==> config.mk <==
export PLATFORM = sky130hd
export DESIGN_NAME = ee354_gcd_arbiter_flat
export DESIGN_NICKNAME = d
export VERILOG_FILES = /design/src/rtl/ee354_gcd_arbiter_pkg.sv /design/src/rtl/ee354_gcd_arbiter_if.sv /design/src/rtl/ee354_gcd_arbiter_rr_pick.sv /design/src/rtl/ee354_gcd_arbiter.sv /design/src/flat_wrapper.sv
export SDC_FILE = /design/constraint.sdc
export NUM_CORES = 1
export LEC_CHECK = 0
export BUFFER_PORTS_ARGS = -buffer_cell sky130_fd_sc_hd__clkbuf_2
export CAP_MARGIN = 20
export CORE_ASPECT_RATIO = 1.25
export CORE_UTILIZATION = 40
export DETAILED_ROUTE_END_ITERATION = 12
export GPL_TIMING_DRIVEN = 0
export PLACE_DENSITY = 0.68
export SLEW_MARGIN = 10
export SYNTH_ARGS = -nofsm -noshare
export SYNTH_HDL_FRONTEND = slang
export SYNTH_HIERARCHICAL = 1
export SYNTH_SLANG_ARGS = --single-unit
==> constraint.sdc <==
create_clock -name Clk -period 4.3 [get_ports Clk]
set_input_delay 0.86 -clock Clk [delete_from_list [all_inputs] [get_ports Clk]]
set_output_delay 0.86 -clock Clk [all_outputs]
set_load 0.05 [all_outputs]
==> src/rtl/ee354_gcd_arbiter_pkg.sv <==
// Shared definitions for the GCD core arbiter: default sizes, the one-hot
// controller state encoding and a state legality helper.
package ee354_gcd_arbiter_pkg;

    localparam int N_REQ_DEF  = 4;
    localparam int DW_DEF     = 8;
    localparam int WD_MAX_DEF = 1023;

    // One-hot controller states; any other code is treated as illegal.
    typedef enum logic [5:0] {
        ST_IDLE  = 6'b000001,
        ST_LOAD  = 6'b000010,
        ST_WAIT  = 6'b000100,
        ST_ACK   = 6'b001000,
        ST_RESP  = 6'b010000,
        ST_ABORT = 6'b100000
    } state_t;

    function automatic logic state_is_legal(input state_t s);
        case (s)
            ST_IDLE, ST_LOAD, ST_WAIT, ST_ACK, ST_RESP, ST_ABORT: return 1'b1;
            default:                                              return 1'b0;
        endcase
    endfunction

endpackage

==> src/rtl/ee354_gcd_arbiter_if.sv <==
// Requester-side bus of the GCD arbiter: level requests with flattened
// operands, one-hot grant/valid and the shared result.
interface ee354_gcd_arbiter_if
    import ee354_gcd_arbiter_pkg::*;
#(
    parameter int N_REQ = N_REQ_DEF,
    parameter int DW    = DW_DEF
) ();

    logic [N_REQ-1:0]    Req;
    logic [N_REQ*DW-1:0] Req_A;
    logic [N_REQ*DW-1:0] Req_B;
    logic [N_REQ-1:0]    Grant;
    logic [N_REQ-1:0]    Rsp_Valid;
    logic [N_REQ-1:0]    Rsp_Ack;
    logic [DW-1:0]       Rsp_Gcd;
    logic                Rsp_Err;

    // Requester side drives requests/acks and observes the response.
    modport master (
        output Req, Req_A, Req_B, Rsp_Ack,
        input  Grant, Rsp_Valid, Rsp_Gcd, Rsp_Err
    );

    // Arbiter side.
    modport slave (
        input  Req, Req_A, Req_B, Rsp_Ack,
        output Grant, Rsp_Valid, Rsp_Gcd, Rsp_Err
    );

endinterface

==> src/rtl/ee354_gcd_arbiter_rr_pick.sv <==
// Combinational round-robin picker: searches the request vector upward from
// the priority pointer, wrapping around, and returns the first hit both as a
// one-hot vector and as an index.
module ee354_gcd_arbiter_rr_pick
    import ee354_gcd_arbiter_pkg::*;
#(
    parameter int N_REQ = N_REQ_DEF,
    parameter int IW    = $clog2(N_REQ_DEF)
) (
    input  logic [N_REQ-1:0] req,
    input  logic [IW-1:0]    ptr,
    output logic [N_REQ-1:0] win,
    output logic [IW-1:0]    win_idx,
    output logic             any
);

    logic [IW-1:0] idx;

    // Walk from ptr with wrap; the first requester found wins.
    always_comb begin
        win     = '0;
        win_idx = '0;
        any     = 1'b0;
        idx     = '0;
        for (int k = 0; k < N_REQ; k++) begin
            idx = IW'((int'(ptr) + k) % N_REQ);
            if (!any && req[idx]) begin
                any      = 1'b1;
                win_idx  = idx;
                win[idx] = 1'b1;
            end
        end
    end

endmodule

==> src/rtl/ee354_gcd_arbiter.sv <==
// Shares a single ee354 GCD core among N_REQ requesters. A round-robin winner
// has its operands latched, the core is sequenced through Start/Ack, and the
// result is returned to the winner. Zero operands are answered without the
// core (it never terminates on zero) and a SCEN-gated watchdog resets a core
// that stops making progress.
module ee354_gcd_arbiter
    import ee354_gcd_arbiter_pkg::*;
#(
    parameter int N_REQ  = N_REQ_DEF,
    parameter int DW     = DW_DEF,
    parameter int WD_MAX = WD_MAX_DEF
) (
    input  logic                 Clk,
    input  logic                 Reset_n,
    input  logic                 SCEN,
    ee354_gcd_arbiter_if.slave   bus,
    output logic                 Core_Reset,
    output logic                 Core_Start,
    output logic                 Core_Ack,
    output logic [DW-1:0]        Core_Ain,
    output logic [DW-1:0]        Core_Bin,
    input  logic                 Core_Done,
    input  logic [DW-1:0]        Core_Gcd
);

    localparam int IW  = (N_REQ > 1) ? $clog2(N_REQ) : 1;
    localparam int WDW = $clog2(WD_MAX + 1);

    state_t           state, state_nxt;
    logic [IW-1:0]    ptr, ptr_nxt;
    logic [IW-1:0]    owner, owner_nxt;
    logic [N_REQ-1:0] grant, grant_nxt;
    logic [N_REQ-1:0] rsp_valid, rsp_valid_nxt;
    logic [DW-1:0]    rsp_gcd, rsp_gcd_nxt;
    logic             rsp_err, rsp_err_nxt;
    logic             core_start, core_start_nxt;
    logic             core_ack, core_ack_nxt;
    logic [DW-1:0]    ain, ain_nxt;
    logic [DW-1:0]    bin, bin_nxt;
    logic [WDW-1:0]   wd, wd_nxt;

    logic [N_REQ-1:0] win;
    logic [IW-1:0]    win_idx;
    logic             win_any;
    logic [DW-1:0]    sel_a;
    logic [DW-1:0]    sel_b;

    // gcd(0,b)=b and gcd(0,0)=0, so a zero operand is resolved by OR.
    function automatic logic has_zero(input logic [DW-1:0] a, input logic [DW-1:0] b);
        return (a == '0) || (b == '0);
    endfunction

    function automatic logic [DW-1:0] zero_gcd(input logic [DW-1:0] a, input logic [DW-1:0] b);
        return a | b;
    endfunction

    ee354_gcd_arbiter_rr_pick #(
        .N_REQ (N_REQ),
        .IW    (IW)
    ) u_pick (
        .req     (bus.Req),
        .ptr     (ptr),
        .win     (win),
        .win_idx (win_idx),
        .any     (win_any)
    );

    assign sel_a = bus.Req_A[win_idx*DW +: DW];
    assign sel_b = bus.Req_B[win_idx*DW +: DW];

    // Next-state and next-output logic; Start/Ack default low so each is a
    // single-cycle pulse in LOAD/ACK.
    always_comb begin
        state_nxt      = state;
        ptr_nxt        = ptr;
        owner_nxt      = owner;
        grant_nxt      = grant;
        rsp_valid_nxt  = rsp_valid;
        rsp_gcd_nxt    = rsp_gcd;
        rsp_err_nxt    = rsp_err;
        core_start_nxt = 1'b0;
        core_ack_nxt   = 1'b0;
        ain_nxt        = ain;
        bin_nxt        = bin;
        wd_nxt         = wd;

        case (state)
            ST_IDLE: begin
                if (win_any) begin
                    owner_nxt = win_idx;
                    grant_nxt = win;
                    ain_nxt   = sel_a;
                    bin_nxt   = sel_b;
                    if (has_zero(sel_a, sel_b)) begin
                        rsp_gcd_nxt   = zero_gcd(sel_a, sel_b);
                        rsp_err_nxt   = 1'b0;
                        rsp_valid_nxt = win;
                        state_nxt     = ST_RESP;
                    end else begin
                        core_start_nxt = 1'b1;
                        state_nxt      = ST_LOAD;
                    end
                end
            end
            ST_LOAD: begin
                wd_nxt    = '0;
                state_nxt = ST_WAIT;
            end
            ST_WAIT: begin
                if (Core_Done) begin
                    rsp_gcd_nxt  = Core_Gcd;
                    core_ack_nxt = 1'b1;
                    state_nxt    = ST_ACK;
                end else if (SCEN) begin
                    if (wd == WDW'(WD_MAX)) begin
                        state_nxt = ST_ABORT;
                    end else begin
                        wd_nxt = wd + 1'b1;
                    end
                end
            end
            ST_ACK: begin
                rsp_err_nxt   = 1'b0;
                rsp_valid_nxt = grant;
                state_nxt     = ST_RESP;
            end
            ST_ABORT: begin
                rsp_gcd_nxt   = '0;
                rsp_err_nxt   = 1'b1;
                rsp_valid_nxt = grant;
                state_nxt     = ST_RESP;
            end
            ST_RESP: begin
                // Only the owner's acknowledge retires the transaction.
                if (bus.Rsp_Ack[owner]) begin
                    rsp_valid_nxt = '0;
                    grant_nxt     = '0;
                    rsp_err_nxt   = 1'b0;
                    ptr_nxt       = (owner == IW'(N_REQ - 1)) ? '0 : owner + 1'b1;
                    state_nxt     = ST_IDLE;
                end
            end
            default: begin
                grant_nxt     = '0;
                rsp_valid_nxt = '0;
                rsp_err_nxt   = 1'b0;
                state_nxt     = ST_IDLE;
            end
        endcase
    end

    // State and registered-output update with synchronous active-low reset.
    always_ff @(posedge Clk) begin
        if (!Reset_n) begin
            state      <= ST_IDLE;
            ptr        <= '0;
            owner      <= '0;
            grant      <= '0;
            rsp_valid  <= '0;
            rsp_gcd    <= '0;
            rsp_err    <= 1'b0;
            core_start <= 1'b0;
            core_ack   <= 1'b0;
            ain        <= '0;
            bin        <= '0;
            wd         <= '0;
        end else begin
            state      <= state_nxt;
            ptr        <= ptr_nxt;
            owner      <= owner_nxt;
            grant      <= grant_nxt;
            rsp_valid  <= rsp_valid_nxt;
            rsp_gcd    <= rsp_gcd_nxt;
            rsp_err    <= rsp_err_nxt;
            core_start <= core_start_nxt;
            core_ack   <= core_ack_nxt;
            ain        <= ain_nxt;
            bin        <= bin_nxt;
            wd         <= wd_nxt;
        end
    end

    // The core is held in reset during our reset, for the abort cycle, and
    // for the recovery cycle after an illegal state code.
    assign Core_Reset = !Reset_n || (state == ST_ABORT) || !state_is_legal(state);

    assign bus.Grant     = grant;
    assign bus.Rsp_Valid = rsp_valid;
    assign bus.Rsp_Gcd   = rsp_gcd;
    assign bus.Rsp_Err   = rsp_err;
    assign Core_Start    = core_start;
    assign Core_Ack      = core_ack;
    assign Core_Ain      = ain;
    assign Core_Bin      = bin;

endmodule

==> src/flat_wrapper.sv <==
// flat-port wrapper written by rule: the top's interface ports become plain ports
module ee354_gcd_arbiter_flat import ee354_gcd_arbiter_pkg::*;
#(
    parameter int N_REQ  = N_REQ_DEF,
    parameter int DW     = DW_DEF,
    parameter int WD_MAX = WD_MAX_DEF
)
  (Clk, Reset_n, SCEN, Core_Reset, Core_Start, Core_Ack, Core_Ain, Core_Bin, Core_Done, Core_Gcd, bus_Req, bus_Req_A, bus_Req_B, bus_Rsp_Ack, bus_Grant, bus_Rsp_Valid, bus_Rsp_Gcd, bus_Rsp_Err);
  ee354_gcd_arbiter_if #(.N_REQ(N_REQ), .DW(DW)) bus_i ();
  input  logic Clk;
  input  logic Reset_n;
  input  logic SCEN;
  output logic Core_Reset;
  output logic Core_Start;
  output logic Core_Ack;
  output logic [DW-1:0] Core_Ain;
  output logic [DW-1:0] Core_Bin;
  input  logic Core_Done;
  input  logic [DW-1:0] Core_Gcd;
  input wire logic [$bits(bus_i.Req)-1:0] bus_Req;
  input wire logic [$bits(bus_i.Req_A)-1:0] bus_Req_A;
  input wire logic [$bits(bus_i.Req_B)-1:0] bus_Req_B;
  input wire logic [$bits(bus_i.Rsp_Ack)-1:0] bus_Rsp_Ack;
  output wire logic [$bits(bus_i.Grant)-1:0] bus_Grant;
  output wire logic [$bits(bus_i.Rsp_Valid)-1:0] bus_Rsp_Valid;
  output wire logic [$bits(bus_i.Rsp_Gcd)-1:0] bus_Rsp_Gcd;
  output wire logic [$bits(bus_i.Rsp_Err)-1:0] bus_Rsp_Err;
  assign bus_i.Req = bus_Req;
  assign bus_i.Req_A = bus_Req_A;
  assign bus_i.Req_B = bus_Req_B;
  assign bus_i.Rsp_Ack = bus_Rsp_Ack;
  assign bus_Grant = bus_i.Grant;
  assign bus_Rsp_Valid = bus_i.Rsp_Valid;
  assign bus_Rsp_Gcd = bus_i.Rsp_Gcd;
  assign bus_Rsp_Err = bus_i.Rsp_Err;
  ee354_gcd_arbiter #(.N_REQ(N_REQ), .DW(DW), .WD_MAX(WD_MAX)) u_core (.Clk(Clk), .Reset_n(Reset_n), .SCEN(SCEN), .bus(bus_i), .Core_Reset(Core_Reset), .Core_Start(Core_Start), .Core_Ack(Core_Ack), .Core_Ain(Core_Ain), .Core_Bin(Core_Bin), .Core_Done(Core_Done), .Core_Gcd(Core_Gcd));
endmodule
Yosys cells after proc, flatten, opt, wreduce, memory -nomap -nowiden
Cells that the tools add are included.

Output and inout bits: 36. Register bits: 55.

$add $sub $neg: 5. Bitwise gates (word level): 6. Equal/unequal tests: 17. Reduce and logical (&&, ||, !) cells: 32. Multiplexer cells: 59. Shift-type cells: 2. Magnitude comparators: 9.

Operator list (number): $shiftx 32x6->8 (2); $mux 4 (8); $mux 10 (3); $mux 6 (5); $pmux 6 s5 (1); $mux 8 (3); $pmux 8 s3 (1); $pmux 10 s2 (1); $mux 1 (19); $logic_not 8->1 (2); $pmux 4 s4 (1); $reduce_and 4->1 (4); $lt 2x3->1 const B (5); $or 4x4->4 (3); $pmux 4 s3 (1); $add 10x1->10 const B (1); $bmux 1 s2 (5); $eq 10x10->1 const B (1); $mux 2 (5); $ne 2x2->1 const B (5); $demux 1 s2 (4); $ge 2x1->1 const B (4); $or 8x8->8 (1); $logic_and 1x1->1 (7); other kinds (24) (38).

Depth between registers and ports, before layout
Gate-level depths: netlist of run 1.

Depth in word-level cells: 18. Gate-level depth with buffers: 16. Depth with buffers taken out: 11.

Hierarchy
Netlist of run 1, hierarchy kept.

By module, submodules not included: ee354_gcd_arbiter (instances 1, cells each 349, sequential area each 1101.1 µm², area an instance 3310.7 µm²); ee354_gcd_arbiter_rr_pick (instances 1, cells each 45, sequential area each 0.0 µm², area an instance 422.9 µm²).

Least setup slack after synthesis of run 1
Ideal clock, no wire load.

Path kind: input -> register. From: in bus_Req[2]. To: reg u_core.rsp_valid[1], in the netlist u_core/bus.Rsp_Valid[1]. Required time: 4173 ps. Stages: 12. Path slack: 622 ps. Path buffers: 3. Arrival: 3551 ps. Path through: mux4_1 nor4b_4 nor2_1 a32o_1 clkbuf_1 buf_2 mux4_2 nor4_2 nand2_1 buf_2 nand3_1 nand3_1.

Cells in the longest elaborated chain, start to end: 17.

RTL lines: from (decl) (RTL line flat_wrapper.sv:20) `input wire logic [$bits(bus_i.Req)-1:0] bus_Req;`; $bmux 1 s2 (RTL line ee354_gcd_arbiter_rr_pick.sv:27) `if (!any && req[idx]) begin`; $mux 1 (implied by the code) (RTL line ee354_gcd_arbiter_rr_pick.sv:27); $mux 1 (RTL line ee354_gcd_arbiter_rr_pick.sv:27); $logic_not 1->1 (RTL line ee354_gcd_arbiter_rr_pick.sv:27); $logic_and 1x1->1 (RTL line ee354_gcd_arbiter_rr_pick.sv:27); $mux 1 (RTL line ee354_gcd_arbiter_rr_pick.sv:27); $logic_not 1->1 (RTL line ee354_gcd_arbiter_rr_pick.sv:27); $logic_and 1x1->1 (RTL line ee354_gcd_arbiter_rr_pick.sv:27); [... 2 more ...]; $logic_and 1x1->1 (RTL line ee354_gcd_arbiter_rr_pick.sv:27); $mux 2 * (RTL line ee354_gcd_arbiter_rr_pick.sv:27); net u_core.win_idx[1] (RTL line ee354_gcd_arbiter.sv:43) `logic [IW-1:0] win_idx;`; $shiftx 32x6->8 (on tied branches) (RTL line ee354_gcd_arbiter.sv:68, ee354_gcd_arbiter.sv:69); $logic_not 8->1 (RTL line ee354_gcd_arbiter.sv:50) `return (a == '0) || (b == '0);`; $logic_or 1x1->1 * (RTL line ee354_gcd_arbiter.sv:50); $ne 2x1->1 (no line) *; $reduce_and 4->1 (no line) *; to (signal assigned) (RTL line ee354_gcd_arbiter.sv:172) `rsp_valid <= rsp_valid_nxt;`; to (decl) (RTL line ee354_gcd_arbiter.sv:33) `logic [N_REQ-1:0] rsp_valid, rsp_valid_nxt;`.

The timed path passes the listed nets; every way through them passes the cells marked *. The select of a mux whose other input is x is not followed. A chain may end at the register's enable or synchronous reset.

Final worst setup path of run 1
From: reg u_core.ptr[0]. To: reg u_core.rsp_valid[2], in the netlist u_core/bus.Rsp_Valid[2].

Cells in the longest elaborated chain, start to end: 17.

RTL lines: from (decl) (RTL line ee354_gcd_arbiter.sv:30) `logic [IW-1:0] ptr, ptr_nxt;`; from (signal assigned) (RTL line ee354_gcd_arbiter.sv:169) `ptr <= ptr_nxt;`; branches (longest 11 deep; another with $add 2x1->2); $mux 2 * (RTL line ee354_gcd_arbiter_rr_pick.sv:27); net u_core.win_idx[1] (RTL line ee354_gcd_arbiter.sv:43); $shiftx 32x6->8 (on tied branches) (RTL line ee354_gcd_arbiter.sv:68, ee354_gcd_arbiter.sv:69); $logic_not 8->1 (RTL line ee354_gcd_arbiter.sv:50); $logic_or 1x1->1 * (RTL line ee354_gcd_arbiter.sv:50); $ne 2x1->1 (no line) *; $reduce_and 4->1 (no line) *.

Mark *: on every way through the listed nets, which the timed path passes. The select of a mux whose other input is x is not followed.

==> summary.md, run 1 <==
| Metric | Value |
|---|---|
| Max VDD drop | about 0.00021 V |
| Vias/cell | between 5 and 6 |
| H-tree Lvls | 2 |
| Switching share of power | a little over two fifths |
| Power Density | between 400 and 500 nW/um2 |
| Max Cap Viol | 0 |
| Tot GR Track Use | 23.4% |
| CTS Buf Count | 5 |
| CP max stage cell | dfxtp_1 |
| Largest delay share family, worst path | simple AND/OR/NAND/NOR gates |
| Hold Violations, Final | 0 |
| Final WS setup | roughly 0.25 ns |
| CTS tree | yes |
| YS warnings | 6 |
| Nature of the critical path endpoint | register |
| DR WL/cell | 17.0 um |
| CP max FO | 10 |
| First-pass GRT wire length | between 15000 and 20000 um |
| Count leader, synth | dfxtp_1 |
| Power Total | approximately 0.0019 W |
| Horiz. Die Dim | between 80 and 90 um |
| Synth Area per Inst | 9.48 um2 |
| Seq pwr share | roughly 35% |
| Initial antenna violation count | 0 |
| Number of port buffers | 118 |
| Nets | 610 |
| Clock slew at reported path FFs | 0.07 ns |
| Post-synth EDFFs | 0 |
| Global route total overflow | 0 |
| Worst Tran Pin Value | between 1 and 1.5 ns |
| Final Slew Violations | 0 |
| Clk network pwr share | a little over a fifth |
| Arrival time at the worst endpoint | 4.22 ns |
| Prevailing post-synth register cell | dfxtp_1 |
| Net Count, Synth | approximately 490 |
| Leak pwr | 1.98 nW |
| Largest net degree at the start of global routing | 17 |
| Hold Path Class | reg2reg |
| Vias | ~3800 |
| Post-Syn Area | between 3000 and 4000 um2 |
| CP Cell Sequence | buf_6, inv_1, ha_1, mux4_2, buf_6, nor4b_4, nor2_1, a32o_2, clkbuf_4, mux4_2, nor4_2, nand2_1, buf_2, nand3_1, nand3_1 |
| Cell Rows | 39 |
| Psw | between 0.0008 and 0.0009 W |
| Critical path required time | between 4 and 5 ns |
| Asr flop ratio synth | 0% |
| Initial core utilization | ~41% |
| Critical path type | reg2reg |
| Seq. cell area | ~1100 um2 |
| Fillers | roughly 880 |
| #FFs+latches synth | 55 |
| Final Cycle Share | between 90% and 100% |
| Post-Syn Instances | ~390 |
| Fmax | around 250 MHz |
| Antenna cell count | 0 |
| Finish-stage setup viols | 0 |
| Yosys top cell area share | 29.5% |
| Max stage delay on crit path | around 0.44 ns |
| Share of layout cells above drive strength 1 | 35.4% |
| Final core utilization | slightly above 50% |
| Gpl congestion | between 0.8 and 0.9 |
| Pre-CTS setup slack | -0.161 ns |
| Die Y | 110 um |
| Routed WL | roughly 11000 um |
| Final ANT Viol Nets | 0 |
| Root Buffer | clkbuf_16 |
| Top Ports | between 100 and 150 |
| Top cells by count, synth | dfxtp_1, nand3_1, nor2_1, mux2i_1, and3_1 |
| Register area share after synthesis | 29.5% |
| Dpl cells | 635 |
| Non-Filler Instances | between 600 and 700 |
| Run status | completed |
| Bufs and invs on worst path | 5 |
| Max Clock Skew | ~0.013 ns |
| Core area | approximately 9000 um2 |
| Comb power frac | 43.8% |
| Unrepaired setup endpoints after global routing | false |
| Drt first pass iters | 8 |
| Area leader, netlist | dfxtp_1 |
| Layout area overhead | 24.4% |
| Clk sinks | 55 |
| Minimum clock period after layout | between 4 and 5 ns |
| CTS Hold Bufs | 0 |
| Number of global-route vias before repair | 3700 |
| Int Pwr | about 0.0011 W |
| Max Buffers Root-to-Sink | 2 |
| # DRC | 0 |
| Detailed placer's ending HPWL | 8510 um |
| Initial detailed-routing violation count | 299 |
| Clock latency on the worst-skew pair | ~0.30 ns |
| Yosys cell types | 60 |
| Die ar. | roughly 10000 um2 |
| Nature of the critical path startpoint | register |
| Largest cells by area after synthesis | dfxtp_1, mux4_2, mux2i_1, nand3_1, nor2_1 |
| Multi-input gate area | 2450 um2 |
| Relative slew slack | around 28% |
[per-stage QoR]
step,hold slack (ns),area [um2],TNS (ns)
global placement,0.461,4480,0
finish,0.477,4640,0
floorplan,0.448,3730,0
CTS,0.485,4620,0
global route,0.507,4640,0
detailed placement,0.475,4480,-1.51
[path summary, 6_finish.rpt]
path                              startpoint                              endpoint  slack, ns  depth (start not counted)
hold / removal     u_core/wd[6]$_SDFFE_PN0P_             u_core/wd[6]$_SDFFE_PN0P_       0.48                          2
setup reg to reg  u_core/ptr[0]$_SDFFE_PN0P_  u_core/bus.Rsp_Valid[2]$_SDFFE_PN0P_       0.25                         15
setup / recovery  u_core/ptr[0]$_SDFFE_PN0P_  u_core/bus.Rsp_Valid[2]$_SDFFE_PN0P_       0.25                         15
hold reg to reg    u_core/wd[6]$_SDFFE_PN0P_             u_core/wd[6]$_SDFFE_PN0P_       0.48                          2
[cell type report]
type                    instances  share of cell area [%]
inverters                       9                   0.728
multi-input cells             302                    52.7
flip-flops and latches         55                    23.7
clock inverters                 3                   0.323
plain buffers                  27                    3.66
clock buffers                   5                    2.69
repair buffers                119                    12.8
well taps                     123                    3.31
[state kept, by name (all words and copies together), names as in the netlist]
signal,count
u_core/owner,2
u_core/bus.Grant,4
u_core/wd,10
u_core/bus.Rsp_Valid,4
u_core/bus.Rsp_Gcd,8
u_core/ptr,2
u_core/Core_Ack,1
u_core/state,6
u_core/Core_Bin,8
u_core/Core_Start,1
u_core/bus.Rsp_Err,1
u_core/Core_Ain,8
[layout by cell type, fill, tap and decap left out, types with 7 or more instances in the layout]
master     Yosys  final
a21oi_1       14     14
a22oi_1        8      8
a32oi_1       12     12
and3_1        17     17
clkbuf_1      14     13
clkbuf_2       0    119
dfxtp_1       55     54
ha_1           7      7
inv_1          9      9
mux2i_1       20     20
mux4_2        16     16
nand2_1       13     13
nand2b_1       7      7
nand3_1       37     37
nor2_1        37     37
nor3_1         7      7
nor4_2         5      8
o211ai_1      10     10
o21ai_0        8      8
o2bb2ai_1      8      8
[per-layer routing]
metal	vias to the layer above	global-route usage (%)	share of wire [%]
met1	1789	28.1	42
li1	1810	-	-
met3	18	3.80	4.3
met5	-	0	0
met2	133	41.2	52
met4	0	9.56	2.0
[cells by family after synthesis]
group / synth area share [%]
XOR/XNOR: 0.939
AND/OR/NAND/NOR: 23.8
buffers and inverters: 5.50
flip-flops: 29.5
adder cells (fa/ha/maj): 2.35
multiplexers: 19.4
AO/OA/AOI/OAI: 18.5
[power groups by stage]
stage	Combinational (W)	Clock, W	Sequential (W)
6_report	0.000817	0.000403	0.000647
5_1_grt	0.000873	0.000433	0.000657
4_1_cts	0.000809	0.000412	0.000646
3_5_place_dp	0.000807	0	0.000658
3_3_place_gp	0.000798	0	0.000654
2_1_floorplan	0.000368	0	0.000882
[worst min-delay path: stages (launching register included)]
cell     delay, ns
dfxtp_1       0.32
o31ai_1       0.06
a21oi_1       0.06
[what timing repair did]
action,4_1_cts,5_1_grt
resized for setup,0,5
endpoints found under the hold margin,0,0
buffers inserted,0,0
endpoints found under the setup margin,10,16
Power figures use the tool's default switching activity.
==> run 2: changes to the inputs <==
--- a/config.mk
+++ b/config.mk
@@ -12,4 +12,5 @@
 export DETAILED_ROUTE_END_ITERATION = 12
+export GPL_ROUTABILITY_DRIVEN = 0
 export GPL_TIMING_DRIVEN = 0
-export PLACE_DENSITY = 0.68
+export PLACE_DENSITY = 0.65
 export SLEW_MARGIN = 10
==> constraint.sdc (replaced) <==
create_clock -name Clk -period 4.3 [get_ports Clk]
set_input_delay 0 -clock Clk [delete_from_list [all_inputs] [get_ports Clk]]
set_output_delay 0 -clock Clk [all_outputs]
set_load 0.05 [all_outputs]
==> summary.md, run 2 (same netlist as run 1, synthesis figures left out) <==
| Metric | Value |
|---|---|
| Nature of the critical path endpoint | register |
| Final Slew Violations | 0 |
| Root Buffer | clkbuf_16 |
| Run status | completed |
| Vias | approximately 3800 |
| Max Clock Skew | around 0.0096 ns |
| Share of layout cells above drive strength 1 | a little over a third |
| Fmax | 247 MHz |
| Number of port buffers | ~120 |
| Finished Cell Area | approximately 4700 um2 |
| Critical path type | reg2reg |
| Clock slew at reported path FFs | 0.08 ns |
| First-pass GRT wire length | between 15000 and 20000 um |
| Clk sinks | 55 |
| Horiz. Die Dim | just under 90 um |
| Leak pwr | between 1.5 and 2 nW |
| Die Y | 110 um |
| Hold Violations, Final | 0 |
| Initial detailed-routing violation count | around 360 |
| Vias/cell | about 5.8 |
| Area post-placement | 4480 um2 |
| Initial core utilization | slightly above 40% |
| Clk network pwr share | 22.4% |
| Power Density | around 400 nW/um2 |
| Layout area overhead | 24.6% |
| Tot GR Track Use | between 20% and 30% |
| Postcts setup bufs | 0 |
| Psw | a little over 0.0008 W |
| # DRC | 0 |
| Detailed placer's ending HPWL | 8800 um |
| Drt first pass iters | 5 |
| TNS Setup | 0 ns |
| Critical path required time | 4.49 ns |
| Most frequent cells in the layout | clkbuf_2, dfxtp_1, nor2_1, nand3_1, mux2i_1 |
| Power Total | ~0.0019 W |
| Initial antenna violation count | 0 |
| Minimum clock period after layout | between 4 and 5 ns |
| Dpl cells | between 600 and 700 |
| Seq pwr share | about 34% |
| Switching share of power | 43.5% |
| Core area | between 9000 and 10000 um2 |
| Largest net degree at the start of global routing | 19 |
| Hold Path Class | in2reg |
| Comb power frac | approximately 43% |
| Nature of the critical path startpoint | register |
| Fillers | around 900 |
| Final ANT Viol Nets | 0 |
| Max Cap Viol | 0 |
| Final core utilization | roughly half |
| Relative slew slack | between 20% and 30% |
| Final Cycle Share | a little over nine tenths |
| Non-Filler Instances | around 640 |
| Unrepaired setup endpoints after global routing | false |
| Number of global-route vias before repair | between 3000 and 4000 |
| Antenna cell count | 0 |
| Cell Rows | 39 |
| Die ar. | between 9000 and 10000 um2 |
| Finish-stage setup viols | 0 |
| Max VDD drop | between 0.0002 and 0.00025 V |
| Int Pwr | 0.00107 W |
| Global route total overflow | 0 |
| CTS Buf Count | 5 |
| Routed WL | 11400 um |
| Clock latency on the worst-skew pair | 0.31 ns |
| CP max FO | 10 |
| Most common cell after layout, fill and taps aside | clkbuf_2 |
| Max Buffers Root-to-Sink | 2 |
| CTS tree | yes |
| DR WL/cell | between 15 and 20 um |
| Reg with most FFs | u_core/wd |
| Top Ports | 120 |
| H-tree Lvls | 2 |
| Largest register FFs | 10 |
| Worst Tran Pin Value | about 1.1 ns |
| Nets | 610 |
| Arrival time at the worst endpoint | roughly 4.2 ns |
-- run 2: cell types whose count changed in the layout (fill, tap and decap cells not counted), sizes merged --
cell,previous run,this run
buf,13,14
inv,9,10
clkinv,3,2
clkbuf,138,136
dlygate4sd3,0,1
-- run 2: cell type report --
| type | instances | area [um2] | share of cell area (%) |
|---|---|---|---|
| Multi-Input combinational cell | 302 | 2450 | 52.6 |
| Timing Repair Buffer | 119 | 601 | 12.9 |
| Inverter | 9 | 33.8 | 0.726 |
| Buffer | 27 | 169 | 3.63 |
| Tap cell | 123 | 154 | 3.31 |
| Clock inverter | 3 | 22.5 | 0.484 |
| Sequential cell | 55 | 1100 | 23.7 |
| Clock buffer | 5 | 125 | 2.69 |
-- run 2: power groups by stage --
| stage | Combinational (W) | Sequential, W | Clock, W |
|---|---|---|---|
| after floorplan | 0.000368 | 0.000882 | 0 |
| after global placement | 0.000803 | 0.000653 | 0 |
| after detailed placement | 0.000811 | 0.000659 | 0 |
| after CTS | 0.000813 | 0.000647 | 0.000434 |
| after global routing | 0.000875 | 0.000658 | 0.000451 |
| final | 0.000820 | 0.000648 | 0.000423 |
-- run 2: path summary, 6_finish.rpt --
path | start | to | slack, ns | depth (start not counted)
max | u_core/ptr[1]$_SDFFE_PN0P_ | u_core/bus.Rsp_Gcd[7]$_SDFFE_PN0P_ | 0.25 | 13
min | Core_Gcd[6] | u_core/bus.Rsp_Gcd[6]$_SDFFE_PN0P_ | 0.06 | 4
max reg2reg | u_core/ptr[1]$_SDFFE_PN0P_ | u_core/bus.Rsp_Gcd[7]$_SDFFE_PN0P_ | 0.25 | 13
min reg2reg | u_core/wd[6]$_SDFFE_PN0P_ | u_core/wd[6]$_SDFFE_PN0P_ | 0.50 | 2
-- run 2: worst max-delay path, cell delays in order (launching register included) --
cell,delay (ns)
dfxtp_1,0.55
inv_1,0.14
ha_1,0.39
mux4_2,0.32
buf_6,0.16
o311ai_0,0.34
a32o_2,0.32
buf_2,0.32
mux4_2,0.39
nor4_2,0.34
nand2_1,0.21
buf_2,0.25
nand3_1,0.10
nand3_1,0.08
-- run 2: through the flow --
| step | worst slack (ns) | hold WS (ns) |
|---|---|---|
| after floorplan | 0.720 | 0.146 |
| after global placement | 0.108 | 0.298 |
| after detailed placement | -0.0739 | 0.303 |
| after CTS | 0.0408 | 0.0560 |
| after global routing | 0.0117 | 0.0971 |
| final | 0.254 | 0.0641 |
-- run 2: repair_timing --
| item | in CTS | in global routing |
|---|---|---|
| hold buffers | 1 | 0 |
| resized for setup | 0 | 5 |
| hold endpoints to repair | 2 | 0 |
| endpoints found under the setup margin | 10 | 14 |
| pin swaps | 0 | 1 |
-- run 2: routing by layer --
metal	global-route usage, %	routed length, um	share of wire [%]	up-vias
li1	-	-	-	1809
met1	28.6	4470	39	1772
met2	42.6	6030	53	145
met3	3.35	623	5.5	24
met4	12.3	273	2.4	0
met5	0	0	0	-
